<file path="src/rtl/adaptive_phase_controller_pkg.sv">
// tc_pkg: phase encoding and green-time helpers shared by the adaptive phase controller
package tc_pkg;
   typedef enum logic [2:0] {G_SR = 3'd0, G_S = 3'd1, YEL = 3'd2, ALL_RED = 3'd3, EMG = 3'd4} phase_t;
   typedef struct packed {
      logic [31:0] sr;
      logic [31:0] s;
   } split_t;
   function automatic int level_to_total(input logic [1:0] lvl, input int t0, input int t1, input int t2, input int t3);
      return lvl == 2'd0 ? t0 : lvl == 2'd1 ? t1 : lvl == 2'd2 ? t2 : t3;
   endfunction
   // straight+right gets 70% of the total green, product formed at twice the counter width
   function automatic split_t split(input int tot, input int cnt_w);
      logic [63:0] p;
      split_t r;
      p = (64'(tot) * 64'd7) & ((64'd1 << (2 * cnt_w)) - 64'd1);
      r.sr = 32'(p / 64'd10);
      r.s = 32'(tot) - r.sr;
      return r;
   endfunction
endpackage

</file>
<file path="src/rtl/adaptive_phase_controller_timer.sv">
// phase_timer: down-counter giving cycles left in the current phase
//   load/load_val : start a phase with duration-1
//   hold          : freeze the count (emergency hold)
//   count, zero   : cycles left minus one, and last-cycle flag
module phase_timer #(
   parameter int CNT_W    = 8,
   parameter int ALLRED_T = 2
) (
   input  logic             clk,
   input  logic             reset,
   input  logic             load,
   input  logic [CNT_W-1:0] load_val,
   input  logic             hold,
   output logic [CNT_W-1:0] count,
   output logic             zero
);
   assign zero = count == '0;
   always_ff @(posedge clk or posedge reset)
      if (reset) count <= CNT_W'(ALLRED_T - 1);
      else if (load) count <= load_val;
      else if (!hold && !zero) count <= count - 1'b1;
endmodule

</file>
<file path="src/rtl/adaptive_phase_controller.sv">
// adaptive_phase_controller: N-approach round-robin signal controller with congestion-scaled green and emergency preemption
//   sensor  : 2-bit congestion level per approach, approach d on [2d+1:2d]
//   emg_req/emg_dir : level-sensitive preemption request and target approach
//   red/yellow/green_s/green_r : per-approach lamps
//   cur_dir/phase/remaining/emg_active : served approach, phase code, cycles left minus one, emergency flag
module adaptive_phase_controller
   import tc_pkg::*;
#(
   parameter int  NUM_DIR    = 4,
   parameter int  CNT_W      = 8,
   parameter int  T_LVL0     = 30,
   parameter int  T_LVL1     = 45,
   parameter int  T_LVL2     = 70,
   parameter int  T_LVL3     = 100,
   parameter int  YELLOW_T   = 5,
   parameter int  ALLRED_T   = 2,
   parameter int  SKIP_EMPTY = 1,
   localparam int DIR_W      = $clog2(NUM_DIR)
) (
   input  logic                 clk,
   input  logic                 reset,
   input  logic [2*NUM_DIR-1:0] sensor,
   input  logic                 emg_req,
   input  logic [DIR_W-1:0]     emg_dir,
   output logic [NUM_DIR-1:0]   red,
   output logic [NUM_DIR-1:0]   yellow,
   output logic [NUM_DIR-1:0]   green_s,
   output logic [NUM_DIR-1:0]   green_r,
   output logic [DIR_W-1:0]     cur_dir,
   output logic [2:0]           phase,
   output logic [CNT_W-1:0]     remaining,
   output logic                 emg_active
);
   phase_t state, nxt_state;
   logic [DIR_W-1:0] edir, nxt_edir, sel_dir, go_dir, nxt_dir;
   logic [CNT_W-1:0] count, load_val, s_len, nxt_s_len, sr_len, sg_len;
   logic [NUM_DIR-1:0] sel;
   logic pend, nxt_pend, emg_ok, emg_now, load, zero;
   split_t sp;
   function automatic logic [CNT_W-1:0] at_least_one(input logic [31:0] v);
      logic [CNT_W-1:0] t;
      t = CNT_W'(v);
      return t == '0 ? CNT_W'(1) : t;
   endfunction
   phase_timer #(.CNT_W(CNT_W), .ALLRED_T(ALLRED_T)) u_timer (
      .clk(clk), .reset(reset), .load(load), .load_val(load_val),
      .hold(state == EMG), .count(count), .zero(zero)
   );
   // nearest approach after cur_dir with demand; cur_dir itself is the last candidate
   always_comb begin
      sel_dir = DIR_W'((int'(cur_dir) + 1) % NUM_DIR);
      if (SKIP_EMPTY != 0)
         for (int k = NUM_DIR; k >= 1; k--)
            if (sensor[2*((int'(cur_dir) + k) % NUM_DIR) +: 2] != 2'b00) sel_dir = DIR_W'((int'(cur_dir) + k) % NUM_DIR);
   end
   assign sp = split(level_to_total(sensor[2*int'(sel_dir) +: 2], T_LVL0, T_LVL1, T_LVL2, T_LVL3), CNT_W);
   assign sr_len = at_least_one(sp.sr);
   assign sg_len = at_least_one(sp.s);
   assign emg_ok = emg_req && (int'(emg_dir) < NUM_DIR);
   // once a preemption is pending its target is frozen; it stays pending only while the request holds
   assign emg_now = pend ? emg_req : emg_ok;
   assign go_dir = pend ? edir : emg_dir;
   always_comb begin
      nxt_state = state;
      nxt_dir = cur_dir;
      nxt_pend = pend;
      nxt_edir = edir;
      nxt_s_len = s_len;
      load = 1'b0;
      load_val = '0;
      case (state)
         G_SR, G_S: begin
            if (emg_ok && emg_dir == cur_dir) begin
               nxt_state = EMG;
               load = 1'b1;
            end else if (emg_ok) begin
               nxt_state = YEL;
               nxt_pend = 1'b1;
               nxt_edir = emg_dir;
               load = 1'b1;
               load_val = CNT_W'(YELLOW_T - 1);
            end else if (zero) begin
               nxt_state = state == G_SR ? G_S : YEL;
               load = 1'b1;
               load_val = state == G_SR ? s_len - 1'b1 : CNT_W'(YELLOW_T - 1);
            end
         end
         YEL: begin
            nxt_pend = emg_now;
            nxt_edir = go_dir;
            if (zero) begin
               nxt_state = ALL_RED;
               load = 1'b1;
               load_val = CNT_W'(ALLRED_T - 1);
            end
         end
         ALL_RED: begin
            nxt_pend = emg_now;
            nxt_edir = go_dir;
            if (zero && emg_now) begin
               nxt_state = EMG;
               nxt_dir = go_dir;
               nxt_pend = 1'b0;
               load = 1'b1;
            end else if (zero) begin
               nxt_state = G_SR;
               nxt_dir = sel_dir;
               nxt_s_len = sg_len;
               load = 1'b1;
               load_val = sr_len - 1'b1;
            end
         end
         EMG: begin
            if (!emg_req) begin
               nxt_state = YEL;
               load = 1'b1;
               load_val = CNT_W'(YELLOW_T - 1);
            end
         end
         default: begin
            nxt_state = ALL_RED;
            load = 1'b1;
            load_val = CNT_W'(ALLRED_T - 1);
         end
      endcase
   end
   always_ff @(posedge clk or posedge reset)
      if (reset) begin
         state <= ALL_RED;
         cur_dir <= DIR_W'(NUM_DIR - 1);
         pend <= 1'b0;
         edir <= '0;
         s_len <= CNT_W'(1);
      end else begin
         state <= nxt_state;
         cur_dir <= nxt_dir;
         pend <= nxt_pend;
         edir <= nxt_edir;
         s_len <= nxt_s_len;
      end
   assign sel = {{(NUM_DIR-1){1'b0}}, 1'b1} << cur_dir;
   assign red = state == ALL_RED ? '1 : ~sel;
   assign yellow = state == YEL ? sel : '0;
   assign green_s = (state == G_SR || state == G_S || state == EMG) ? sel : '0;
   assign green_r = (state == G_SR || state == EMG) ? sel : '0;
   assign phase = state;
   assign remaining = count;
   assign emg_active = state == EMG;
endmodule

</file>
<file path="config.mk">
export PLATFORM = sky130hd
export DESIGN_NAME = adaptive_phase_controller
export DESIGN_NICKNAME = d
export VERILOG_FILES = /design/src/rtl/adaptive_phase_controller_pkg.sv /design/src/rtl/adaptive_phase_controller_timer.sv /design/src/rtl/adaptive_phase_controller.sv
export SDC_FILE = /design/constraint.sdc
export NUM_CORES = 1
export LEC_CHECK = 0
export ABC_AREA = 1
export CORE_MARGIN = 2
export CORE_UTILIZATION = 45
export DETAILED_ROUTE_END_ITERATION = 7
export PLACE_DENSITY = 0.71
export SYNTH_ARGS = -nofsm -noshare
export SYNTH_HDL_FRONTEND = slang
export SYNTH_SLANG_ARGS = --single-unit
</file>
<file path="constraint.sdc">
create_clock -name clk -period 3.3 [get_ports clk]
set_input_delay 0.66 -clock clk [delete_from_list [all_inputs] [get_ports clk]]
set_output_delay 0.66 -clock clk [all_outputs]
set_load 0.05 [all_outputs]
</file>
==> impl_metrics.csv <==
group,metric,value,unit
timing,rsz0062_at_grt,"false",
timing,finClkSkew,0.00498,ns
placement,gp_congestion,0.963,
finish,design_area,2620,um^2
timing,layout_setup_ws,0.335,ns
worst_setup_path,cpMostUsedCell,"nor2_1",
clock_tree,cts-root-buf,"clkbuf_8",
flow_run,cap_violations,0,
logic_synthesis,seq_area_frac_synth,27.6,%
worst_setup_path,cp-startpoint,"phase[1]",
worst_setup_path,crit_arrival,2.30,ns
routing,vias,2071,
worst_setup_path,rr_endpoint,"u_timer.count[1]",
finish,fin_util,59.0,%
logic_synthesis,synth.top_cell.area_share,20.1,%
routing,wire_per_inst,12.2,um
global_routing,grt_max_degree,24,
global_routing,grt_pass1_vias,1865,
worst_setup_path,cp-end-kind,"output port",
timing,whs,0.492,ns
timing,finalSetupViolCount,0,
routing,routed_wl,4.99,mm
floorplanning,io_pins,43,
finish,diodes,0,
status,run_status,"finished clean",
logic_synthesis,avgSynthCellArea,6.68,um^2
worst_hold_path,hp-class,"flip-flop to flip-flop",
placement,post-place-ws,0.582,ns
global_routing,grt_usage,19.9,%
worst_setup_path,critPathMaxStageDelay,0.81,ns
finish,fin_nets,379,
worst_setup_path,crit_slowest_cell,"clkdlybuf4s50_1",
timing,finalCriticalPeriod,2.96,ns
logic_synthesis,synth_warnings,0,
clock_tree,cts_made_buffers,3,
floorplanning,die_area,5260,um^2
clock_tree,path_clk_slew,0.09,ns
logic_synthesis,yosys.area.top_type,"dfrtp_1",
worst_setup_path,cp_cell_sequence,"inv_1, nor2_1, nand2_1, nor2_1, clkdlybuf4s50_1",
timing,slew_violations,0,
worst_setup_path,cp_num_cells,5,
worst_setup_path,crit_family,"buffers and inverters",
worst_setup_path,crit_path_start_kind,"flip-flop",
floorplanning,chipHeight,72.5,um
pwr,p_leak,1.30,nW
placement,post-dp-hpwl,4.05,mm
routing,drt-initial-drc-count,141,
worst_setup_path,crit_buf_inv,2,
worst_setup_path,worst-r2r-setup-slack,0.56,ns
routing,drt_first_pass_iters,4,
worst_setup_path,r2r_cells,18,
routing,via_per_inst,5.04,
timing,slew_headroom,40.1,%
logic_synthesis,netlist_area,2110,um^2
worst_setup_path,criticalPathCategory,"flip-flop to output port",
floorplanning,die_w,72.5,um
pwr,power_density,1150,nW/um^2
routing,postRouteAntennaNets,0,
global_routing,overflow,0,
logic_synthesis,yosys-top-cells-area,"dfrtp_1 (20%), nand2_1 (14%), inv_1 (9.2%), dfstp_2 (7.5%), nor2_1 (6.8%)",
placement,io_buffers,42,
routing,drc,0,
clock_tree,cts_resized,0,
timing,finalSetupTns,0,ns
logic_synthesis,synth-seq-cells,23,
pwr,vdd_ir_drop_max,691,uV
clock_tree,postCtsSetupBuffers,0,
floorplanning,initial_core_util,47.5,%
timing,worstMarginPinSlew,0.898,ns
global_routing,antenna_found_initial,0,
clock_tree,htree_levels,1,
timing,hold_viol,0,
clock_tree,cts.sinks,23,
clock_tree,tritoncts,"done",
worst_setup_path,crit_end,"yellow[3]",
worst_setup_path,r2r-start,"cur_dir[0]",
worst_setup_path,worstPathMaxFanout,6,
logic_synthesis,syn_inst,316,
worst_setup_path,critPathRequiredTime,2.64,ns
finish,area_growth,24.2,%
timing,max_freq,337,MHz
clock_tree,cts_buffer_depth,2,
floorplanning,core,4440,um^2
logic_synthesis,synth.distinct_cells,38,
clock_tree,cts_hold_buffers,0,
timing,post-route-period-util,89.8,%
placement,place_area,2580,um^2
logic_synthesis,mappedNetlistNets,335,
floorplanning,fp-row-count,24,
clock_tree,clk-insertion-delay-late,0.26,ns
global_routing,grt_pass1_wl,8.54,mm
finish,drive_above_1_share,13.6,%
-- flip-flops by register name, indices dropped and copies added, names as in the netlist --
| signal | flops |
|---|---|
| cur_dir | 2 |
| edir | 2 |
| pend | 1 |
| phase | 3 |
| s_len | 7 |
| u_timer.count | 8 |
-- layout by cell type (no fill, tap or decap), drive strengths merged, types with 2 or more instances in the layout --
cell and instances:
a21oi 8, a221oi 2, and2 2, clkbuf 3
clkdlybuf4s50 42, dfrtp 17, dfstp 6, ha 6
inv 54, nand2 95, nand3 31, nor2 42
nor3 4, o211ai 6, o21a 3, o21ai 20
or2 2, xnor2 5, xor2 4
-- report_power, final --
| part | switching, mW | total (mW) | internal [mW] |
|---|---|---|---|
| clock | 0.0946 | 0.179 | 0.0842 |
| combinational | 1.49 | 2.27 | 0.779 |
| sequential | 0.143 | 0.573 | 0.430 |
-- worst min path at each step --
stage	slack (ns)	depth (start not counted)	endpoint	startpoint
6_report	0.49	2	u_timer.count[0]	u_timer.count[0]
5_1_grt	0.54	2	u_timer.count[0]	u_timer.count[0]
4_1_cts	0.50	2	u_timer.count[0]	u_timer.count[0]
3_5_place_dp	0.49	2	u_timer.count[0]	u_timer.count[0]
3_3_place_gp	0.47	2	u_timer.count[0]	u_timer.count[0]
2_1_floorplan	0.46	2	s_len[7]	s_len[7]
-- routing by layer --
layer	GRT usage [%]	wire length (um)	up-vias
met1	29.2	2500	930
met5	0	0	-
met4	2.47	23	0
li1	-	-	1088
met3	2.08	166	2
met2	32.5	2310	51
-- tightest hold or removal path, delay by kind of cell (launching register included) --
kind / cells / cell delay, ns
flops: 1 / 0.39
simple gates: 2 / 0.11
-- kinds of logic after synthesis --
kind of cell	after synthesis	share of synthesized area, %
fa+ha+maj	6	3.55
buf+inv	58	11.3
flops	23	27.6
simple gates	177	40.8
compound gates	43	13.1
xor+xnor	9	3.73
-- layout make-up --
| type | count | area (um^2) |
|---|---|---|
| Clock inverter | 1 | 5.00 |
| Timing Repair Buffer | 43 | 428 |
| Fill cell | 434 | 1820 |
| Multi-Input combinational cell | 235 | 1290 |
| Inverter | 54 | 210 |
| Tap cell | 52 | 65.1 |
| Clock buffer | 3 | 41.3 |
| Sequential cell | 23 | 583 |
-- per-stage QoR --
step / instances / power, mW
final: 411 / 3.03
after floorplan: 316 / 2.34
after detailed placement: 407 / 2.85
after global routing: 411 / 3.29
after CTS: 411 / 3.03
after global placement: 407 / 2.81
-- synth_stat cells, drive strengths merged --
library cell / instances
o221a: 1
nor2: 42
a21oi: 8
o31ai: 1
xnor2: 5
nand2: 95
nand3: 31
nand4: 1
nor3: 4
o21a: 3
inv: 54
o22ai: 1
dfrtp: 17
clkbuf: 1
dfstp: 6
a221oi: 2
and2: 2
a211oi: 1
o211ai: 6
buf: 3
xor2: 4
o21ai: 20
or2: 2
ha: 6
(Power assumes the default switching activity.)
